**config.mk**
```make
export PLATFORM = sky130hd
export DESIGN_NAME = mem_arbiter_flat
export DESIGN_NICKNAME = d
export VERILOG_FILES = /design/src/rtl/mem_arbiter_if.sv /design/src/rtl/mem_arbiter.sv /design/src/flat_wrapper.sv
export SDC_FILE = /design/constraint.sdc
export NUM_CORES = 1
export LEC_CHECK = 0
export BUFFER_PORTS_ARGS = -buffer_cell sky130_fd_sc_hd__buf_4
export CAP_MARGIN = 20
export CORE_MARGIN = 3
export CORE_UTILIZATION = 45
export CTS_CLUSTER_DIAMETER = 40
export DETAILED_ROUTE_END_ITERATION = 10
export GPL_TIMING_DRIVEN = 0
export PLACE_DENSITY = 0.76
export RECOVER_POWER = 100
export SYNTH_ARGS = -nofsm -noshare
export SYNTH_HDL_FRONTEND = slang
export SYNTH_SLANG_ARGS = --single-unit
```
**constraint.sdc**
```tcl
create_clock -name clk -period 1.98 [get_ports clk]
set_input_delay 0.099 -clock clk [delete_from_list [all_inputs] [get_ports clk]]
set_output_delay 0.099 -clock clk [all_outputs]
set_load 0.03 [all_outputs]
```
**src/rtl/mem_arbiter_if.sv**
```systemverilog
// Requester-side and memory-side signals of mem_arbiter; slave = arbiter view,
// master = the surrounding requesters plus the memory wrapper.
interface mem_arbiter_if #(
    parameter int DATA_WIDTH = 16,
    parameter int ADDR_WIDTH = 16
);
    logic                  req0, req1;
    logic                  we0, we1;
    logic [ADDR_WIDTH-1:0] addr0, addr1;
    logic [DATA_WIDTH-1:0] wdata0, wdata1;
    logic                  gnt0, gnt1;
    logic                  done0, done1;
    logic                  err0, err1;
    logic [DATA_WIDTH-1:0] rdata0, rdata1;
    logic [ADDR_WIDTH-1:0] mem_addr;
    logic [DATA_WIDTH-1:0] mem_data;
    logic                  mem_we;
    logic [DATA_WIDTH-1:0] mem_q;
    logic                  busy;

    modport slave (
        input  req0, req1, we0, we1, addr0, addr1, wdata0, wdata1, mem_q,
        output gnt0, gnt1, done0, done1, err0, err1, rdata0, rdata1,
               mem_addr, mem_data, mem_we, busy
    );

    modport master (
        output req0, req1, we0, we1, addr0, addr1, wdata0, wdata1, mem_q,
        input  gnt0, gnt1, done0, done1, err0, err1, rdata0, rdata1,
               mem_addr, mem_data, mem_we, busy
    );
endinterface

```
**src/rtl/mem_arbiter.sv**
```systemverilog
// mem_arbiter: shares one synchronous single-port memory between two requesters, one access in flight.
// Latency: gnt one cycle after the sampling edge, done/err/rdata three cycles after; one access per 3 cycles.
// Backpressure: requesters hold req until gnt; requests are ignored while busy. MEM_ARB_RR_EN selects round-robin, else port 0 priority.
module mem_arbiter #(
    parameter int DATA_WIDTH = 16,
    parameter int ADDR_WIDTH = 16,
    parameter logic [ADDR_WIDTH-1:0] ADDR_MAX = 16'h03FF
) (
    input logic          clk,
    input logic          reset_n,
    mem_arbiter_if.slave bus
);
    typedef enum logic [1:0] {IDLE, ACCESS, RESP} state_t;

    state_t                state, state_nxt;
    logic                  start;
    logic                  win;          // 0 = port 0, 1 = port 1
    logic                  contend_win;
    logic [ADDR_WIDTH-1:0] sel_addr;
    logic [DATA_WIDTH-1:0] sel_wdata;
    logic                  sel_we;
    logic                  sel_oor;
    logic                  cur_port;
    logic                  cur_err;
    logic                  cur_we;

`ifdef MEM_ARB_RR_EN
    logic last_port;

    always_ff @(posedge clk) begin
        if (!reset_n) begin
            last_port <= 1'b1;
        end else if (start) begin
            last_port <= win;
        end
    end

    assign contend_win = ~last_port;
`else
    assign contend_win = 1'b0;
`endif

    always_ff @(posedge clk) begin
        if (!reset_n) begin
            state <= IDLE;
        end else begin
            state <= state_nxt;
        end
    end

    always_comb begin
        state_nxt = state;
        start     = 1'b0;
        win       = 1'b0;
        case (state)
            IDLE: begin
                if (bus.req0 || bus.req1) begin
                    start     = 1'b1;
                    state_nxt = ACCESS;
                    win       = (bus.req0 && bus.req1) ? contend_win : bus.req1;
                end
            end
            ACCESS:  state_nxt = RESP;
            RESP:    state_nxt = IDLE;
            default: state_nxt = IDLE;
        endcase
        sel_addr  = win ? bus.addr1  : bus.addr0;
        sel_wdata = win ? bus.wdata1 : bus.wdata0;
        sel_we    = win ? bus.we1    : bus.we0;
    end

    assign sel_oor  = (sel_addr > ADDR_MAX);
    assign bus.busy = (state != IDLE);

    always_ff @(posedge clk) begin
        if (!reset_n) begin
            bus.gnt0     <= 1'b0;
            bus.gnt1     <= 1'b0;
            bus.done0    <= 1'b0;
            bus.done1    <= 1'b0;
            bus.err0     <= 1'b0;
            bus.err1     <= 1'b0;
            bus.rdata0   <= '0;
            bus.rdata1   <= '0;
            bus.mem_addr <= '0;
            bus.mem_data <= '0;
            bus.mem_we   <= 1'b0;
            cur_port     <= 1'b0;
            cur_err      <= 1'b0;
            cur_we       <= 1'b0;
        end else begin
            bus.gnt0  <= 1'b0;
            bus.gnt1  <= 1'b0;
            bus.done0 <= 1'b0;
            bus.done1 <= 1'b0;
            bus.err0  <= 1'b0;
            bus.err1  <= 1'b0;
            case (state)
                IDLE: begin
                    if (start) begin
                        bus.mem_addr <= sel_addr;
                        bus.mem_data <= sel_wdata;
                        // out-of-range writes are granted but never reach the memory
                        bus.mem_we   <= sel_we & ~sel_oor;
                        bus.gnt0     <= ~win;
                        bus.gnt1     <= win;
                        cur_port     <= win;
                        cur_err      <= sel_oor;
                        cur_we       <= sel_we;
                    end
                end
                ACCESS: begin
                    bus.mem_we <= 1'b0;
                end
                RESP: begin
                    if (cur_port) begin
                        bus.done1  <= 1'b1;
                        bus.err1   <= cur_err;
                        bus.rdata1 <= (cur_err || cur_we) ? '0 : bus.mem_q;
                    end else begin
                        bus.done0  <= 1'b1;
                        bus.err0   <= cur_err;
                        bus.rdata0 <= (cur_err || cur_we) ? '0 : bus.mem_q;
                    end
                end
                default: ;
            endcase
        end
    end
endmodule
```
**src/flat_wrapper.sv**
```systemverilog
// flat-port wrapper written by rule: the top's interface ports become plain ports
module mem_arbiter_flat 
#(
    parameter int DATA_WIDTH = 16,
    parameter int ADDR_WIDTH = 16,
    parameter logic [ADDR_WIDTH-1:0] ADDR_MAX = 16'h03FF
)
  (clk, reset_n, bus_req0, bus_req1, bus_we0, bus_we1, bus_addr0, bus_addr1, bus_wdata0, bus_wdata1, bus_mem_q, bus_gnt0, bus_gnt1, bus_done0, bus_done1, bus_err0, bus_err1, bus_rdata0, bus_rdata1, bus_mem_addr, bus_mem_data, bus_mem_we, bus_busy);
  mem_arbiter_if #(.DATA_WIDTH(DATA_WIDTH), .ADDR_WIDTH(ADDR_WIDTH)) bus_i ();
  input logic clk;
  input logic reset_n;
  input wire logic [$bits(bus_i.req0)-1:0] bus_req0;
  input wire logic [$bits(bus_i.req1)-1:0] bus_req1;
  input wire logic [$bits(bus_i.we0)-1:0] bus_we0;
  input wire logic [$bits(bus_i.we1)-1:0] bus_we1;
  input wire logic [$bits(bus_i.addr0)-1:0] bus_addr0;
  input wire logic [$bits(bus_i.addr1)-1:0] bus_addr1;
  input wire logic [$bits(bus_i.wdata0)-1:0] bus_wdata0;
  input wire logic [$bits(bus_i.wdata1)-1:0] bus_wdata1;
  input wire logic [$bits(bus_i.mem_q)-1:0] bus_mem_q;
  output wire logic [$bits(bus_i.gnt0)-1:0] bus_gnt0;
  output wire logic [$bits(bus_i.gnt1)-1:0] bus_gnt1;
  output wire logic [$bits(bus_i.done0)-1:0] bus_done0;
  output wire logic [$bits(bus_i.done1)-1:0] bus_done1;
  output wire logic [$bits(bus_i.err0)-1:0] bus_err0;
  output wire logic [$bits(bus_i.err1)-1:0] bus_err1;
  output wire logic [$bits(bus_i.rdata0)-1:0] bus_rdata0;
  output wire logic [$bits(bus_i.rdata1)-1:0] bus_rdata1;
  output wire logic [$bits(bus_i.mem_addr)-1:0] bus_mem_addr;
  output wire logic [$bits(bus_i.mem_data)-1:0] bus_mem_data;
  output wire logic [$bits(bus_i.mem_we)-1:0] bus_mem_we;
  output wire logic [$bits(bus_i.busy)-1:0] bus_busy;
  assign bus_i.req0 = bus_req0;
  assign bus_i.req1 = bus_req1;
  assign bus_i.we0 = bus_we0;
  assign bus_i.we1 = bus_we1;
  assign bus_i.addr0 = bus_addr0;
  assign bus_i.addr1 = bus_addr1;
  assign bus_i.wdata0 = bus_wdata0;
  assign bus_i.wdata1 = bus_wdata1;
  assign bus_i.mem_q = bus_mem_q;
  assign bus_gnt0 = bus_i.gnt0;
  assign bus_gnt1 = bus_i.gnt1;
  assign bus_done0 = bus_i.done0;
  assign bus_done1 = bus_i.done1;
  assign bus_err0 = bus_i.err0;
  assign bus_err1 = bus_i.err1;
  assign bus_rdata0 = bus_i.rdata0;
  assign bus_rdata1 = bus_i.rdata1;
  assign bus_mem_addr = bus_i.mem_addr;
  assign bus_mem_data = bus_i.mem_data;
  assign bus_mem_we = bus_i.mem_we;
  assign bus_busy = bus_i.busy;
  mem_arbiter #(.DATA_WIDTH(DATA_WIDTH), .ADDR_WIDTH(ADDR_WIDTH), .ADDR_MAX(ADDR_MAX)) u_core (.clk(clk), .reset_n(reset_n), .bus(bus_i));
endmodule
```
-- Yosys cells after proc, flatten, opt, wreduce, memory -nomap -nowiden
Cells that the tools add are included.
- reductions and logical operators: 14
- multiplexer cells: 15
- equality and inequality tests: 4
- magnitude comparators: 1
- bitwise gates (word level): 6
- operators with widths (kind ; count):
    16-bit two-way mux ; 3
    16-bit by 10-bit greater-than comparator with 1-bit output, second input constant ; 1
    2-bit AND reduction ; 5
    1-bit two-way mux ; 9
    3-bit AND reduction ; 2
    1-bit NOT ; 5
    2-bit by 1-bit != test with 1-bit output, second input constant ; 2
    2-bit one-hot mux with 2 select lines ; 1
    2-bit nonzero test ; 2
    3-bit OR reduction ; 1
    2-bit by 1-bit == test with 1-bit output, second input constant ; 1
    2-bit == test, second input constant ; 1
    2-bit zero test ; 1
    1-bit logical OR ; 2
    2-bit two-way mux ; 1
    1-bit one-hot mux with 2 select lines ; 1
    1-bit bitwise AND ; 1
    1-bit logical AND ; 1
- output and inout bits: 72
- register bits: 76

-- Logic depth before layout (Yosys ltp)
Gate-level depths: netlist of the first run.
- word-level depth: 10
- gate-level depth with buffers: 7

-- Least setup slack after synthesis of the first run
No wires, ideal clock.
- path kind: register -> register
- start point: reg u_core.state[1]
- end point: reg u_core.bus.rdata0[10]
- cell stages (with the launch flop): 7
- path slack: 0.547 ns
- buffers on the path: 3
- arrival: 1.300 ns
- clock period less this slack: 1.433 ns
- cells stage by stage: dfxtp_1 -> buf_6 -> or3b_2 -> buf_2 -> buf_2 -> nand2_1 -> a21oi_1
- longest elaborated chain between the ends: 2
- ends and longest elaborated chain (what ; line ; text):
    from (decl) ; mem_arbiter.sv:15 ; state_t state, state_nxt;
    from (signal assigned) ; mem_arbiter.sv:47 ; state <= state_nxt;
    2-bit == test ; mem_arbiter.sv:98 ; case (state)
    2-bit AND reduction (no source line) ; n/a ;
    to (signal assigned) ; mem_arbiter.sv:123 ; bus.rdata0 <= (cur_err || cur_we) ? '0 : bus.mem_q;
    to (decl) ; mem_arbiter_if.sv:23 ; output gnt0, gnt1, done0, done1, err0, err1, rdata0, rdata1,
Every way passes these cells.
A chain may end at the register's enable or synchronous reset.

-- Worst setup path after layout of the first run
- start point: reg u_core.state[1]
- end point: reg u_core.bus.mem_data[11] (netlist name)
- longest elaborated chain between the ends: 3
- ends and longest elaborated chain (what ; line ; text):
    2-bit zero test (*) ; mem_arbiter.sv:55, mem_arbiter.sv:98 ;
    1-bit two-way mux ; mem_arbiter.sv:55 ; case (state)
    16-bit two-way mux / 2-bit AND reduction (equally long branches) ; n/a ;
    to (signal assigned) ; mem_arbiter.sv:102 ; bus.mem_data <= sel_wdata;
    to (decl) ; mem_arbiter_if.sv:24 ; mem_addr, mem_data, mem_we, busy
Every way passes the cells marked *; elsewhere a longest branch is shown, timed or not.

==> metrics.md, run 1 <==
| Metric | Value |
|---|---|
| Worst EP arrival | ~2000 ps |
| Sequential fraction of the synthesis area | 0.489 |
| Initial cell density of the core | 0.476 |
| 1st-pass router iterations | 4 |
| Area growth from synthesis to layout | 37.7% |
| Final Hold Viols | 0 |
| Worst setup EP type | flop |
| RSZ-0062 raised after global routing | false |
| MaxCap Viol Count | 0 |
| Number of port buffers | 157 |
| CORE AREA | 6530 µm² |
| Top cells by count, synth | 90 x nand2_1, 76 x dfxtp_1, 43 x a21oi_1, 33 x nand3_1, 32 x nor2_1 |
| Syn Area/Cell | ~8.6 µm² |
| Syn Std Cell Area | about 3100 µm² |
| Routability cong. | 0.812 |
| Top post-synthesis cells by area | dfxtp_1 49%, nand2_1 11%, a311oi_2 9.2% |
| Fmax | 573 MHz |
| Crit Path Category | reg2reg |
| Routed len/inst | 14.9 µm |
| Static Leakage | roughly 1.7 nW |
| P_sw | 1.12 mW |
| Logic pwr share | 0.207 |
| Nets | 614 |
| Fraction of layout cells with a size suffix above 1 | 0.238 |
| Root Driver | clkbuf_8 |
| Critical path launch point type | flop |
| CTS Hold Bufs | 0 |
| Yosys cell types | 32 |
| Worst min path class | in2reg |
| Fin Setup TNS | 0 ps |
| Final WL | 9100 µm |
| Final Max Tran Viols | 0 |
| N_diodes | 0 |
| CTS tree | built |
| Max transition margin | 0.578 |
| Max incr delay on CP | 330 ps |
| Layout fillers | 603 |
| Post-CTS Setup Bufs | 0 |
| Max VDD drop | 458 µV |
| Worst Path Max Fanout | 10 |
| Worst-Skew Late Latency | 340 ps |
| P per Cell Area | roughly 890 nW/µm² |
| Final ANT Viol Nets | 0 |
| Post-DP HPWL | around 7100 µm |
| All-Layer GR Usage | 0.226 |
| Clk_skew | 8.01 ps |
| Ys Warns | 0 |
| Power Total | 3.81 mW |
| Area share of the largest cell type after synthesis | 0.489 |
| Cell taking the most area after synthesis | dfxtp_1 |
| Via density | 5.31 |
| Clk slew on worst S/H paths | 80 ps |
| Setup Viol. Count Final | 0 |
| Die height | just under 90 µm |
| Total die area | just under 8000 µm² |
| GRT overflow | 0 |
| Seq cells post-synth | 76 |
| Cells after Synth | 360 |
| Die width | 89.1 µm |
| CP max stage cell | clkbuf_1 |
| Min Tclk post-route | 1740 ps |
| Clock Path Buffers | 2 |
| Power share of the clock group | 0.354 |
| Tcrit/Tclk final | 0.881 |
| First-pass GRT wire length | 14,100 µm |
| Top_reg_cell synth | dfxtp_1 |
| Share of power burned in registers | 0.439 |
| Vias in the first global route | 3,089 |
| DRC Markers | 0 |
| Worst Tran Pin Value | 624 ps |
| Largest net degree at the start of global routing | 14 |
| Worst EP required | 2230 ps |
| Post-layout util | 0.656 |
| Routed vias | approximately 3.2k |
| Initial antenna violation count | 0 |
| IO Pins | between 150 and 200 |
| Std cell rows | 29 |
| Post-synth EDFFs | 0 |
| H-Tree Depth | 3 |
| Post-cts resize count | 0 |
| FFs w/ async S/R, synth | 0 |
| DRT iter0 DRCs | 122 |
| # clock sinks | 76 |
| P_int | approximately 2.7 mW |
| CP cell instances | buf_6 > nor2_4 > o21a_1 > clkbuf_1 > buf_4 > nor2_1 > a311oi_2 |
| Synthesized Nets | 446 |
| TritonCTS Buffers | 9 |
| Status | complete, no violations |
| Top-count cell post-synth | nand2_1 |
| Net Sw Frac | 0.295 |
-- state kept, by name, summed over array words and instances (netlist names), 2 cells and up --
register,count
u_core.bus.rdata1,16
u_core.bus.mem_data,16
u_core.bus.rdata0,16
u_core.state,2
u_core.bus.mem_addr,16
-- path summary, 6_finish.rpt --
check / start / cells past startpoint / slack, ps / end
min: bus_mem_q[12] / 3 / 20 / u_core.bus.rdata0[12]
max: u_core.state[1] / 7 / 240 / u_core.bus.mem_data[11]
min reg2reg: u_core.bus.mem_addr[1] / 2 / 450 / u_core.bus.mem_addr[1]
max reg2reg: u_core.state[1] / 7 / 240 / u_core.bus.mem_data[11]
-- worst max-delay path, delay by kind of cell (launching register included) --
kind                   cells  cell delay, ps
buffers and inverters      3             720
AO/OA/AOI/OAI              2             390
flip-flops                 1             310
AND/OR/NAND/NOR            2             220
-- power by group through the flow --
stage,Combinational (mW),Sequential (mW),Clock (mW)
floorplan,0.350,1.88,0
global placement,0.880,1.71,0
detailed placement,0.890,1.71,0
CTS,0.892,1.68,1.36
global route,0.855,1.69,1.42
finish,0.789,1.67,1.35
-- final cells by class --
class / count / area (µm²) / area share
clock inverters: 5 / 81.3 / 0.0190
plain buffers: 31 / 160 / 0.0374
multi-input cells: 249 / 1350 / 0.315
repair buffers: 157 / 908 / 0.212
well taps: 77 / 96.3 / 0.0225
inverters: 4 / 15.0 / 0.00351
clock buffers: 11 / 151 / 0.0354
flip-flops and latches: 76 / 1520 / 0.355
-- through the flow --
| stage | area [µm²] | hold slack [ps] | cells | setup slack [ps] |
|---|---|---|---|---|
| 6_report | 4280 | 22.4 | 610 | 236 |
| 4_1_cts | 4620 | 12.2 | 610 | 413 |
| 5_1_grt | 4280 | 15.8 | 610 | 139 |
| 2_1_floorplan | 3110 | 211 | 360 | 547 |
| 3_3_place_gp | 4380 | 355 | 594 | 449 |
| 3_5_place_dp | 4380 | 377 | 594 | 433 |
-- per-layer routing --
layer  wire length, µm  part of all wire  GRT usage
met5                 0                 0          0
met4               103             0.011     0.0690
met3               872             0.096     0.0719
met2              4440              0.49      0.395
met1              3680              0.40      0.263
-- cell families after synthesis --
kind of cell,synth area share
AOI/OAI and AO/OA,0.218
buffers and inverters,0.0591
DFF,0.489
and+or+nand+nor,0.233
-- layout by cell type, fill, tap and decap left out, types with 5 or more instances in the layout --
master	count
clkbuf_1	92
nand2_1	90
buf_4	87
dfxtp_1	76
a21oi_1	43
nand3_1	33
nor2_1	32
a311oi_1	12
clkbuf_8	11
a311oi_2	10
o221ai_1	10
buf_2	5
Power figures use the tool's default switching activity.
==> run 2: changes to the inputs <==
CELL_PAD_IN_SITES_DETAIL_PLACEMENT = 1   (was unset)
CELL_PAD_IN_SITES_GLOBAL_PLACEMENT = 1   (was unset)
CORE_UTILIZATION = 32   (was 45)
PLACE_DENSITY = 0.77   (was 0.76)
==> run 2 against run 1 <==
  * Core utilization shrank 19 points
  * Clock-buffer cell count shrank 2
  * Global-route usage shrank 4.1 points
  * Highest routed layer unchanged
==> metrics.md, run 2 (same netlist as run 1, synthesis figures left out) <==
| Metric | Value |
|---|---|
| Crit Path Category | reg2reg |
| Die height | 105 µm (+17%) |
| Post-cts resize count | 0 (unchanged) |
| Static Leakage | 1.71 nW (+0.25%) |
| Max transition margin | 0.570 (-0.00875) |
| Via density | 4.92 (-7.3%) |
| Min Tclk post-route | 1680 ps (-66.0 ps) |
| Worst Tran Pin Value | 646 ps (+21.3 ps) |
| GRT overflow | 0 (unchanged) |
| Number of port buffers | 157 (unchanged) |
| Tcrit/Tclk final | 0.847 (-0.0333) |
| Initial cell density of the core | 0.333 (-0.143) |
| MaxCap Viol Count | 0 (unchanged) |
| Commonest non-fill, non-tap cell in the layout | nand2_1 |
| CP top delay family | buffers and inverters |
| Fmax | 596 MHz (+3.9%) |
| Post-Place Cells | 646 (+8.8%) |
| Worst-Skew Late Latency | 350 ps (about the same) |
| Worst setup EP type | flop |
| First-pass GRT wire length | 16,500 µm (+18%) |
| RSZ-0062 raised after global routing | false |
| TritonCTS Buffers | 9 (unchanged) |
| Clk slew on worst S/H paths | 90 ps (about the same) |
| Worst min path class | in2reg |
| Fin Setup TNS | 0 ps (unchanged) |
| Root Driver | clkbuf_8 |
| Routed len/inst | 15.9 µm (+6.7%) |
| Most frequent cells in the layout | 90 x nand2_1, 89 x clkbuf_1, 88 x buf_4 |
| # clock sinks | 76 (unchanged) |
| Worst Path Max Fanout | 10 (unchanged) |
| Final Max Tran Viols | 0 (unchanged) |
| Setup Viol. Count Final | 0 (unchanged) |
| Routed vias | 3,263 (+0.74%) |
| CP max stage cell | or3b_2 |
| Status | complete, no violations |
| Max VDD drop | 422 µV (-7.9%) |
| Critical path launch point type | flop |
| IO Pins | 158 (unchanged) |
| Final Hold Viols | 0 (unchanged) |
| Die width | 105 µm (+17%) |
| Max incr delay on CP | 440 ps (+110 ps) |
| N_diodes | 0 (unchanged) |
| Initial antenna violation count | 0 (unchanged) |
| Largest net degree at the start of global routing | 16 (+2) |
| Clock Path Buffers | 2 (unchanged) |
| Nets | 615 (+0.16%) |
| Worst EP required | 2200 ps (-30 ps) |
| Layout fillers | 1,212 (+100%) |
| CP cell instances | buf_6 > or3b_2 > clkbuf_1 > buf_2 > nand2_1 > a21oi_1 |
| Final WL | 10,600 µm (+16%) |
| H-Tree Depth | 3 (unchanged) |
| CTS tree | built |
| Cell Count, Final, Fillers Out | 663 (+8.7%) |
| Worst EP arrival | 1900 ps (-100 ps) |
| All-Layer GR Usage | 0.185 (-0.0407) |
| DRC Markers | 0 (unchanged) |
| R2r setup slk | 300 ps (+70 ps) |
| Final ANT Viol Nets | 0 (unchanged) |
| Clk_skew | 11.0 ps (+2.94 ps) |
| DRT iter0 DRCs | 101 (-17%) |
| CORE AREA | 9330 µm² (+43%) |
| Fraction of layout cells with a size suffix above 1 | 0.249 (+0.0108) |
| Post-DP HPWL | 8290 µm (+17%) |
| 1st-pass router iterations | 4 (unchanged) |
| Area growth from synthesis to layout | 40.0% |
| Routability cong. | 0.768 (-5.5%) |
| WP buf/inv | 3 (unchanged) |
| Total die area | 10,900 µm² (+38%) |
| Std cell rows | 35 (+21%) |
| P per Cell Area | 855 nW/µm² (-3.9%) |
| Vias in the first global route | 3,343 (+8.2%) |
[run 2: tightest hold or removal path, cell delays in order]
cell and delay, ps:
buf_4 120, nand3_1 60, a21oi_1 50
[run 2: metrics by stage]
step                      cell area (µm²)  power, mW   util  setup WS (ps)  hold WS [ps]
after floorplan                      3110       2.23      -            547           211
after global placement               4450       2.60  0.477            430           356
after detailed placement             4450       2.62  0.477            384           372
after CTS                            4660       3.86  0.500            345          1.85
after global routing                 4350       3.90  0.467            200          4.67
final                                4350       3.72  0.467            302          17.9
[run 2: layout make-up]
type,instances,area (µm²),area share
well taps,129,161,0.0371
multi-input cells,249,1370,0.314
plain buffers,31,166,0.0382
repair buffers,158,918,0.211
inverters,4,15.0,0.00345
clock inverters,7,81.3,0.0187
clock buffers,9,124,0.0284
flip-flops and latches,76,1520,0.349
[run 2: path summary, 6_finish.rpt]
kind | from | endpoint | cells past startpoint
setup / recovery | u_core.state[1] | u_core.bus.rdata0[9] | 6
hold / removal | bus_mem_q[10] | u_core.bus.rdata0[10] | 3
setup reg to reg | u_core.state[1] | u_core.bus.rdata0[9] | 6
hold reg to reg | u_core.bus.mem_addr[3] | u_core.bus.mem_addr[3] | 2
[run 2: metal layers]
layer / routed length [µm] / GRT usage / part of all wire / vias to the layer above
li1: - / - / - / 1596
met1: 4500 / 0.219 / 0.43 / 1533
met2: 5060 / 0.320 / 0.48 / 117
met3: 841 / 0.0587 / 0.080 / 17
met4: 158 / 0.0572 / 0.015 / 0
met5: 0 / 0 / 0 / -
[run 2: what timing repair did]
item | 4_1_cts | 5_1_grt
hold buffers | 1 | 0
setup buffers | 0 | 0
endpoints found under the hold margin | 1 | 0
[run 2: report_power, final]
group	total (mW)	switching [mW]	leakage, nW	internal, mW
Clock	1.23	0.634	0.101	0.600
Sequential	1.67	0.0505	0.622	1.62
Combinational	0.816	0.527	0.991	0.288
Total	3.72	1.21	1.71	2.51
==> run 3: changes to the inputs <==
clock period = 1.7 ns   (was 1.98 ns; I/O delays follow)
==> run 3 against run 2 <==
  * Combinational power grew 20%
  * Sequential power up 17%
  * Non-clock buffer count up 14
  * Clock skew shrank 0.53 ps
  * Via count is 1.9% higher
  * Largest cell class unchanged
  * Highest routed layer unchanged
==> metrics.md, run 3 (same netlist as run 1, synthesis figures left out) <==
| Metric | Value |
|---|---|
| Largest net degree at the start of global routing | 16 (unchanged) |
| Final instance area | 4500 µm² (+3.3%) |
| Root Driver | clkbuf_8 |
| Nets | 629 (+2.3%) |
| Final Max Tran Viols | 0 (unchanged) |
| # clock sinks | 76 (unchanged) |
| Via density | 4.91 (-0.21%) |
| Tcrit/Tclk final | 0.952 (+0.105) |
| DRC Markers | 0 (unchanged) |
| TritonCTS Buffers | 9 (unchanged) |
| Total die area | 10,900 µm² (unchanged) |
| CP cell instances | buf_6 > nor4b_4 > buf_6 > nand2_1 > a311oi_1 |
| MaxCap Viol Count | 0 (unchanged) |
| Worst min path class | in2reg |
| Area of the multi-input gates | 1370 µm² (unchanged) |
| Area growth from synthesis to layout | 44.7% |
| Die width | 105 µm (unchanged) |
| 1st-pass router iterations | 5 (+1) |
| Most frequent cells in the layout | 90 x nand2_1, 88 x buf_4, 85 x clkbuf_1 |
| GRT overflow | 0 (unchanged) |
| Std cell rows | 35 (unchanged) |
| Routed len/inst | 15.9 µm (+0.18%) |
| Min Tclk post-route | 1620 ps (-58.8 ps) |
| Worst EP required | 1940 ps (-260 ps) |
| Critical path launch point type | flop |
| Final WL | 10,800 µm (+2.3%) |
| Max VDD drop | 486 µV (+15%) |
| Post-layout util | 0.482 (+0.0156) |
| Clock Path Buffers | 2 (unchanged) |
| Worst EP arrival | 1860 ps (-40 ps) |
| Max incr delay on CP | 510 ps (+70 ps) |
| Worst setup EP type | flop |
| RSZ-0062 raised after global routing | false |
| CTS tree | built |
| Static Leakage | 1.78 nW (+4.0%) |
| Crit path top cell by count | buf_6 |
| Crit Path Category | reg2reg |
| DRT iter0 DRCs | 94 (-6.9%) |
| CP max stage cell | nor4b_4 |
| All-Layer GR Usage | 0.189 (+0.00378) |
| Routability cong. | 0.768 (unchanged) |
| Die height | 105 µm (unchanged) |
| Clk_skew | 10.4 ps (-0.530 ps) |
| CORE AREA | 9330 µm² (unchanged) |
| Commonest non-fill, non-tap cell in the layout | nand2_1 |
| Max transition margin | 0.541 (-0.0282) |
| Fmax | 618 MHz (+3.6%) |
| Layout fillers | 1,205 (-0.58%) |
| N_diodes | 0 (unchanged) |
| H-Tree Depth | 3 (unchanged) |
| Post-DP HPWL | 8290 µm (unchanged) |
| Sequential cell area | 1520 µm² (unchanged) |
| DP Area | 4450 µm² (unchanged) |
| Final Hold Viols | 0 (unchanged) |
| Worst-Skew Late Latency | 350 ps (about the same) |
| Number of port buffers | 157 (unchanged) |
| First-pass GRT wire length | 16,900 µm (+2.0%) |
| Final ANT Viol Nets | 0 (unchanged) |
| Status | complete, no violations |
| P per Cell Area | 970 nW/µm² (+13%) |
| Fin Setup TNS | 0 ps (unchanged) |
| Clk slew on worst S/H paths | 80 ps (about the same) |
| Worst Tran Pin Value | 679 ps (+33.4 ps) |
| Routed vias | 3,325 (+1.9%) |
| Vias in the first global route | 3,427 (+2.5%) |
| Setup Viol. Count Final | 0 (unchanged) |
| Initial antenna violation count | 0 (unchanged) |
| IO Pins | 158 (unchanged) |
| Worst Path Max Fanout | 10 (unchanged) |
| Initial cell density of the core | 0.333 (unchanged) |
| Fraction of layout cells with a size suffix above 1 | 0.248 (-0.000888) |
run 3: repair_timing:
| action | in CTS | in global routing |
|---|---|---|
| endpoints found under the hold margin | 20 | 0 |
| hold buffers | 15 | 0 |
| resized for setup | 0 | 4 |
| endpoints found under the setup margin | 0 | 14 |
| buffers inserted | 0 | 0 |
run 3: per-layer routing:
| metal | track usage | vias up | wire length (µm) | share of wire |
|---|---|---|---|---|
| met1 | 0.221 | 1563 | 4560 | 0.42 |
| met5 | 0 | - | 0 | 0 |
| li1 | - | 1626 | - | - |
| met3 | 0.0587 | 17 | 856 | 0.079 |
| met2 | 0.330 | 119 | 5230 | 0.48 |
| met4 | 0.0590 | 0 | 143 | 0.013 |
run 3: final timing paths:
check                                             from                 endpoint  slack [ps]  depth (start not counted)
worst max-delay path                   u_core.state[1]   u_core.bus.mem_data[3]          80                          5
worst max register to register         u_core.state[1]   u_core.bus.mem_data[3]          80                          5
worst min-delay path                    bus_wdata1[10]  u_core.bus.mem_data[10]           4                          3
worst min register to register  u_core.bus.mem_addr[3]   u_core.bus.mem_addr[3]         460                          2
run 3: area by class of cell:
class / instances / share of cell area
Clock buffer: 9 / 0.0275
Buffer: 31 / 0.0381
Tap cell: 129 / 0.0359
Timing Repair Buffer: 172 / 0.235
Multi-Input combinational cell: 249 / 0.304
Inverter: 4 / 0.00334
Clock inverter: 7 / 0.0181
Sequential cell: 76 / 0.338
run 3: report_power, final:
group	internal [mW]	leakage, nW	switching [mW]	total, mW
registers	1.89	0.622	0.0590	1.95
logic	0.359	1.06	0.621	0.980
clock network	0.699	0.101	0.734	1.43
total	2.95	1.78	1.41	4.36
run 3: stage by stage:
step | power (mW) | std cells | hold slack [ps] | setup slack, ps
2_1_floorplan | 2.59 | 360 | 197 | 267
3_3_place_gp | 3.03 | 646 | 342 | 150
3_5_place_dp | 3.06 | 646 | 358 | 104
4_1_cts | 4.52 | 677 | 0.713 | 65.4
5_1_grt | 4.57 | 677 | 5.05 | 4.31
6_report | 4.36 | 677 | 4.04 | 81.1
run 3: critical path, delay by kind of cell, from the launching register on:
family,cells,cell delay [ps]
compound gates,1,270
buf+inv,2,350
flops,1,310
simple gates,2,570
